===== src/rtl/vga_pkg.sv =====
// vga_pkg: shared constants, colour type and the fixed 4-bit index to 12-bit RGB map.
package vga_pkg;

    localparam int H_TOTAL   = 800;
    localparam int V_TOTAL   = 525;
    localparam int FB_WIDTH  = 320;
    localparam int FB_HEIGHT = 240;
    localparam int FB_DEPTH  = FB_WIDTH * FB_HEIGHT;

    localparam int CNT_W  = $clog2((H_TOTAL > V_TOTAL) ? H_TOTAL : V_TOTAL);
    localparam int ADDR_W = $clog2(FB_DEPTH);
    localparam int X_W    = $clog2(FB_WIDTH);

    typedef struct packed {
        logic [3:0] r;
        logic [3:0] g;
        logic [3:0] b;
    } rgb12_t;

    // One channel of the fixed map: c selects the colour, i is the intensity bit.
    function automatic logic [3:0] channel_level(input logic c, input logic i);
        if (c) return i ? 4'hF : 4'hA;
        else   return i ? 4'h5 : 4'h0;
    endfunction

    function automatic rgb12_t default_color(input logic [3:0] idx);
        rgb12_t col;
        col.r = channel_level(idx[2], idx[3]);
        col.g = channel_level(idx[1], idx[3]);
        col.b = channel_level(idx[0], idx[3]);
        return col;
    endfunction

endpackage


===== src/rtl/vga_timing.sv =====
// vga_timing: free-running h/v raster counters and the stage-0 decodes
// (visible area, sync windows, frame origin).
module vga_timing
    import vga_pkg::*;
#(
    parameter int H_VISIBLE = 640,
    parameter int H_FRONT   = 16,
    parameter int H_SYNC    = 96,
    parameter int H_BACK    = 48,
    parameter int V_VISIBLE = 480,
    parameter int V_FRONT   = 10,
    parameter int V_SYNC    = 2,
    parameter int V_BACK    = 33
) (
    input  logic             vga_clk,
    input  logic             vga_rst,
    output logic [CNT_W-1:0] h_cnt,
    output logic [CNT_W-1:0] v_cnt,
    output logic             active,
    output logic             hs,
    output logic             vs,
    output logic             origin
);

    localparam logic [CNT_W-1:0] H_LAST = CNT_W'(H_VISIBLE + H_FRONT + H_SYNC + H_BACK - 1);
    localparam logic [CNT_W-1:0] V_LAST = CNT_W'(V_VISIBLE + V_FRONT + V_SYNC + V_BACK - 1);
    localparam logic [CNT_W-1:0] H_VIS  = CNT_W'(H_VISIBLE);
    localparam logic [CNT_W-1:0] V_VIS  = CNT_W'(V_VISIBLE);
    localparam logic [CNT_W-1:0] HS_BEG = CNT_W'(H_VISIBLE + H_FRONT);
    localparam logic [CNT_W-1:0] HS_END = CNT_W'(H_VISIBLE + H_FRONT + H_SYNC);
    localparam logic [CNT_W-1:0] VS_BEG = CNT_W'(V_VISIBLE + V_FRONT);
    localparam logic [CNT_W-1:0] VS_END = CNT_W'(V_VISIBLE + V_FRONT + V_SYNC);

    logic [CNT_W-1:0] h_cnt_q, h_cnt_d;
    logic [CNT_W-1:0] v_cnt_q, v_cnt_d;

    // Next raster position: v advances on the same edge that h wraps.
    always_comb begin
        h_cnt_d = h_cnt_q + 1'b1;
        v_cnt_d = v_cnt_q;
        if (h_cnt_q == H_LAST) begin
            h_cnt_d = '0;
            v_cnt_d = (v_cnt_q == V_LAST) ? '0 : v_cnt_q + 1'b1;
        end
    end

    // Counter registers, cleared by synchronous reset.
    always_ff @(posedge vga_clk) begin
        if (vga_rst) begin
            h_cnt_q <= '0;
            v_cnt_q <= '0;
        end else begin
            h_cnt_q <= h_cnt_d;
            v_cnt_q <= v_cnt_d;
        end
    end

    assign h_cnt  = h_cnt_q;
    assign v_cnt  = v_cnt_q;
    assign active = (h_cnt_q < H_VIS) && (v_cnt_q < V_VIS);
    assign hs     = (h_cnt_q >= HS_BEG) && (h_cnt_q < HS_END);
    assign vs     = (v_cnt_q >= VS_BEG) && (v_cnt_q < VS_END);
    assign origin = (h_cnt_q == '0) && (v_cnt_q == '0);

endmodule


===== src/rtl/vga_scanout.sv =====
// vga_scanout: 640x480 VGA scanout of a 320x240 4bpp frame buffer with 2x pixel
// doubling. Read address is combinational from the counters; sync, blank, colour
// and frame_start leave two registers later, mutually aligned.
// Optional: define VGA_SCANOUT_PALETTE_EN for a writable 16x12 palette.
module vga_scanout
    import vga_pkg::*;
#(
    parameter int H_VISIBLE = 640,
    parameter int H_FRONT   = 16,
    parameter int H_SYNC    = 96,
    parameter int H_BACK    = 48,
    parameter int V_VISIBLE = 480,
    parameter int V_FRONT   = 10,
    parameter int V_SYNC    = 2,
    parameter int V_BACK    = 33
) (
    input  logic              vga_clk,
    input  logic              vga_rst,
    output logic [ADDR_W-1:0] vga_pixel_addr,
    input  logic [3:0]        vga_pixel_data,
`ifdef VGA_SCANOUT_PALETTE_EN
    input  logic              pal_we,
    input  logic [3:0]        pal_addr,
    input  logic [11:0]       pal_data,
`endif
    output logic [3:0]        vga_r,
    output logic [3:0]        vga_g,
    output logic [3:0]        vga_b,
    output logic              vga_hsync,
    output logic              vga_vsync,
    output logic              vga_blank,
    output logic              frame_start
);

    logic [CNT_W-1:0] h_cnt, v_cnt;
    logic             active, hs, vs, origin;

    vga_timing #(
        .H_VISIBLE (H_VISIBLE), .H_FRONT (H_FRONT), .H_SYNC (H_SYNC), .H_BACK (H_BACK),
        .V_VISIBLE (V_VISIBLE), .V_FRONT (V_FRONT), .V_SYNC (V_SYNC), .V_BACK (V_BACK)
    ) u_timing (
        .vga_clk (vga_clk),
        .vga_rst (vga_rst),
        .h_cnt   (h_cnt),
        .v_cnt   (v_cnt),
        .active  (active),
        .hs      (hs),
        .vs      (vs),
        .origin  (origin)
    );

    logic [X_W-1:0]    x_pix;
    logic [ADDR_W-1:0] y_ext;

    // Halve both counters and form y*320 + x as (y<<8)+(y<<6)+x; zero outside the visible area.
    always_comb begin
        x_pix          = h_cnt[CNT_W-1:1];
        y_ext          = ADDR_W'(v_cnt[CNT_W-1:1]);
        vga_pixel_addr = '0;
        if (active) vga_pixel_addr = (y_ext << 8) + (y_ext << 6) + ADDR_W'(x_pix);
    end

    logic   s1_active_q, s1_active_d;
    logic   s1_hs_q, s1_hs_d;
    logic   s1_vs_q, s1_vs_d;
    logic   s1_origin_q, s1_origin_d;
    rgb12_t rgb_q, rgb_d;
    logic   hsync_q, hsync_d;
    logic   vsync_q, vsync_d;
    logic   blank_q, blank_d;
    logic   frame_start_q, frame_start_d;
    rgb12_t lookup;

`ifdef VGA_SCANOUT_PALETTE_EN
    rgb12_t pal_q [16];
    rgb12_t pal_d [16];

    // Palette write; a same-cycle lookup still sees the stored (old) entry.
    always_comb begin
        for (int i = 0; i < 16; i++) pal_d[i] = pal_q[i];
        if (pal_we) pal_d[pal_addr] = rgb12_t'(pal_data);
    end

    // Palette registers, reloaded with the fixed map on reset.
    always_ff @(posedge vga_clk) begin
        for (int i = 0; i < 16; i++) begin
            if (vga_rst) pal_q[i] <= default_color(4'(i));
            else         pal_q[i] <= pal_d[i];
        end
    end

    assign lookup = pal_q[vga_pixel_data];
`else
    assign lookup = default_color(vga_pixel_data);
`endif

    // Stage-1 follows the decodes while the frame buffer read completes; stage-2 forms the pins.
    always_comb begin
        s1_active_d   = active;
        s1_hs_d       = hs;
        s1_vs_d       = vs;
        s1_origin_d   = origin;
        rgb_d         = s1_active_q ? lookup : '0;
        hsync_d       = ~s1_hs_q;
        vsync_d       = ~s1_vs_q;
        blank_d       = ~s1_active_q;
        frame_start_d = s1_origin_q;
    end

    // Pipeline registers; syncs idle high and blank is asserted during reset.
    always_ff @(posedge vga_clk) begin
        if (vga_rst) begin
            s1_active_q   <= 1'b0;
            s1_hs_q       <= 1'b0;
            s1_vs_q       <= 1'b0;
            s1_origin_q   <= 1'b0;
            rgb_q         <= '0;
            hsync_q       <= 1'b1;
            vsync_q       <= 1'b1;
            blank_q       <= 1'b1;
            frame_start_q <= 1'b0;
        end else begin
            s1_active_q   <= s1_active_d;
            s1_hs_q       <= s1_hs_d;
            s1_vs_q       <= s1_vs_d;
            s1_origin_q   <= s1_origin_d;
            rgb_q         <= rgb_d;
            hsync_q       <= hsync_d;
            vsync_q       <= vsync_d;
            blank_q       <= blank_d;
            frame_start_q <= frame_start_d;
        end
    end

    assign vga_r       = rgb_q.r;
    assign vga_g       = rgb_q.g;
    assign vga_b       = rgb_q.b;
    assign vga_hsync   = hsync_q;
    assign vga_vsync   = vsync_q;
    assign vga_blank   = blank_q;
    assign frame_start = frame_start_q;

endmodule


===== config.mk =====
export PLATFORM = sky130hd
export DESIGN_NAME = vga_scanout
export DESIGN_NICKNAME = d
export VERILOG_FILES = /design/src/rtl/vga_pkg.sv /design/src/rtl/vga_timing.sv /design/src/rtl/vga_scanout.sv
export SDC_FILE = /design/constraint.sdc
export NUM_CORES = 1
export LEC_CHECK = 0
export CAP_MARGIN = 5
export CORE_MARGIN = 1.5
export CORE_UTILIZATION = 47
export DETAILED_ROUTE_END_ITERATION = 10
export PLACE_DENSITY = 0.86
export SLEW_MARGIN = 10
export SYNTH_ARGS = -nofsm -noshare
export SYNTH_HDL_FRONTEND = slang
export SYNTH_SLANG_ARGS = --single-unit

===== constraint.sdc =====
create_clock -name vga_clk -period 2.8 [get_ports vga_clk]
set_input_delay 0.56 -clock vga_clk [delete_from_list [all_inputs] [get_ports vga_clk]]
set_output_delay 0.56 -clock vga_clk [all_outputs]
set_load 0.01 [all_outputs]

==> flow_metrics.env <==
export IMPL_period_share_pct=112
export IMPL_cts_root_buf="clkbuf_8"
export IMPL_period_needed_ns=3.14
export IMPL_setup_viol=7
export IMPL_timing_fmax_mhz=318
export IMPL_start_kind="register"
export IMPL_final_cell_area_sq_um=2770
export IMPL_drv_slew=0
export IMPL_clock_sinks=32
export IMPL_drtIter0Drc=126
export IMPL_outcome="finished with violations"
export IMPL_slowest_delay_ns=0.55
export IMPL_cp_end_kind="primary output"
export IMPL_ys_warn_count=0
export IMPL_route_vias_total=1936
export IMPL_fin_total_pwr_uw=971
export IMPL_required_ns=2.24
export IMPL_r2r_setup_slack_ns=0.86
export IMPL_core_sq_um=4090
export IMPL_netlist_area_sq_um=2050
export IMPL_grt_pass1_wl_um=8260
export IMPL_die_x_um=69.1
export IMPL_fp_dieH_um=69.1
export IMPL_port_buffers=38
export IMPL_max_slew_worst_pin_slew_ns=0.501
export IMPL_ys_top_cells_by_area="dfxtp_1, ha_1, and2_1"
export IMPL_place_ws_ns=-0.470
export IMPL_dp_cells=337
export IMPL_grt_pass1_vias=1765
export IMPL_power_leakage_uw=0.00129
export IMPL_criticalPathCategory="reg -> out"
export IMPL_layout_setup_ws_ns=-0.343
export IMPL_fillers=313
export IMPL_ys_seq_area_share_pct=31.2
export IMPL_fin_cells=352
export IMPL_relSlewSlack_pct=66.5
export IMPL_fin_skew_ns=0.00570
export IMPL_synth_ff_type="dfxtp_1"
export IMPL_worstPathMaxFanout=2
export IMPL_synth_top_cell_by_area="dfxtp_1"
export IMPL_powerDensity_nw_per_um2=350
export IMPL_num_antenna_cells=0
export IMPL_drv_cap=0
export IMPL_gr_usage_all_layers_pct=21.1
export IMPL_dr_pass1_iters=4
export IMPL_synthCells=238
export IMPL_clock_latency_ns=0.28
export IMPL_routedWlPerCell_um=14.6
export IMPL_grt_max_degree=12
export IMPL_r2r_cells=5
export IMPL_wirelength_um=5120
export IMPL_grt_ovfl_total=0
export IMPL_nets=331
export IMPL_ys_types=41
export IMPL_die_area_sq_um=4770
export IMPL_cp_slowest_cell="fa_1"
export IMPL_fp_row_count=23
export IMPL_hold_class="reg -> reg"
export IMPL_avgSynthCellArea_sq_um=8.63
export IMPL_synth_edff_count=0
export IMPL_place_gp_congestion=0.884
export IMPL_antenna_found_initial=0
export IMPL_place_area_sq_um=2610
export IMPL_hold_path_depth=1
export IMPL_synth_async_sr_flop_share_pct=0
export IMPL_violations="setup timing"
export IMPL_rsz0062_at_grt="true"
export IMPL_postCtsHoldBufs=0
export IMPL_ir_worst_vdd_v=0.000170
export IMPL_ant_nets=0
export IMPL_path_cells="inv_2 > fa_1 > inv_2 > fa_2 > a211oi_4 > nor2_2 > a221oi_2 > mux2i_1 > buf_2"
export IMPL_syn_nets=268
export IMPL_synth_seq_cells=32
export IMPL_hold_violations=0
export IMPL_cts_buffers_inserted=5
export IMPL_layout_drive_gt1_share_pct=24.2
export IMPL_drc=0
export IMPL_place_hpwl_um=3520
export IMPL_crit_top_cell="inv_2"
export IMPL_cts_clk_slew_worst_paths_ns=0.07
export IMPL_yosysTopAreaCellShare_pct=31.2
export IMPL_yosysMostFrequentCell="dfxtp_1"
export IMPL_synth_common_cells="dfxtp_1, ha_1, nor2_1"
export IMPL_tritoncts="yes"
export IMPL_cts_htree_levels=2
export IMPL_vias_per_cell=5.50
export IMPL_area_delta_synth_final_pct=35.1
export IMPL_ioPinCount=39
export IMPL_initial_core_util_pct=50.2
export IMPL_cp_arrival_ns=2.58
export IMPL_clockBufferDepth=2
==> cell families after synthesis <==
logic type	Yosys count	synth area share (%)
simple gates	101	28.3
compound gates	37	10.8
flops	32	31.2
buf+inv	28	7.13
fa+ha+maj	24	15.4
xor+xnor	10	4.27
mux	6	2.99
==> area by class of cell <==
class	instances	area, sq um	area share, %
clock buffer	5	68.8	2.48
clock inverter	3	42.5	1.53
sequential	32	644	23.2
timing repair buffer	72	594	21.4
tap	50	62.6	2.26
inverter	12	45.0	1.62
multi-input combinational	178	1320	47.5
==> critical path, delay by kind of cell (launching register included) <==
kind | cells | cell delay [ns]
AOI/OAI and AO/OA | 2 | 0.50
adders and majority gates | 2 | 0.91
buffers and inverters | 3 | 0.25
DFF | 1 | 0.33
muxes | 1 | 0.23
and+or+nand+nor | 1 | 0.09
==> report_power, final <==
group,internal [uW],leakage (uW),switching [uW]
Sequential,465,0.000262,6.90
Combinational,36.0,0.000976,26.7
Clock,263,0.0000541,174
==> cell usage in the layout, fill, tap and decap left out, types with 3 or more instances in the layout <==
cell type        netlist  routed
nand3_1               12      12
nor3_1                 7       6
dfxtp_2                0       3
o21ai_0               10       7
mux2i_1                5       5
nand2_1               12      12
xnor2_1                6       6
or4_1                  3       3
a21oi_2                0       3
clkbuf_8               0       5
buf_4                  8      34
inv_1                 12      10
and2_1                14      14
clkdlybuf4s50_1        0      29
nor2_1                20      19
ha_1                  22      22
a21o_1                 5       5
nand2b_1               7       7
dfxtp_1               32      29
buf_2                  3       8
xor2_1                 4       4
nand4_1                6       6
nor2b_1                4       4
a21oi_1               13      10
==> final timing paths <==
path / from / end
setup reg to reg: u_timing.h_cnt[0] / u_timing.v_cnt[7]
hold reg to reg: s1_hs_q / vga_hsync
hold / removal: s1_hs_q / vga_hsync
setup / recovery: u_timing.h_cnt[9] / vga_pixel_addr[15]
==> per-stage QoR <==
step	util (%)	hold WS (ns)	TNS, ns
CTS	66.3	0.386	-1.21
detailed placement	64.0	0.368	-2.16
global placement	64.0	0.364	-1.73
global route	67.9	0.412	-2.43
floorplan	-	0.356	0
finish	67.9	0.383	-1.72
==> layer usage <==
layer  vias up  GRT usage, %  routed length (um)
met5         -             0                   0
li1        951             -                   -
met1       885          26.1                2160
met4         0          7.84                 124
met2        86          35.9                2530
met3        14          4.68                 308
==> repair_timing <==
item / CTS / global route
pin swaps: 12 / 7
buffers inserted: 1 / 7
setup endpoints to repair: 16 / 15
gates resized for setup: 40 / 6
Power figures use the tool's default switching activity.
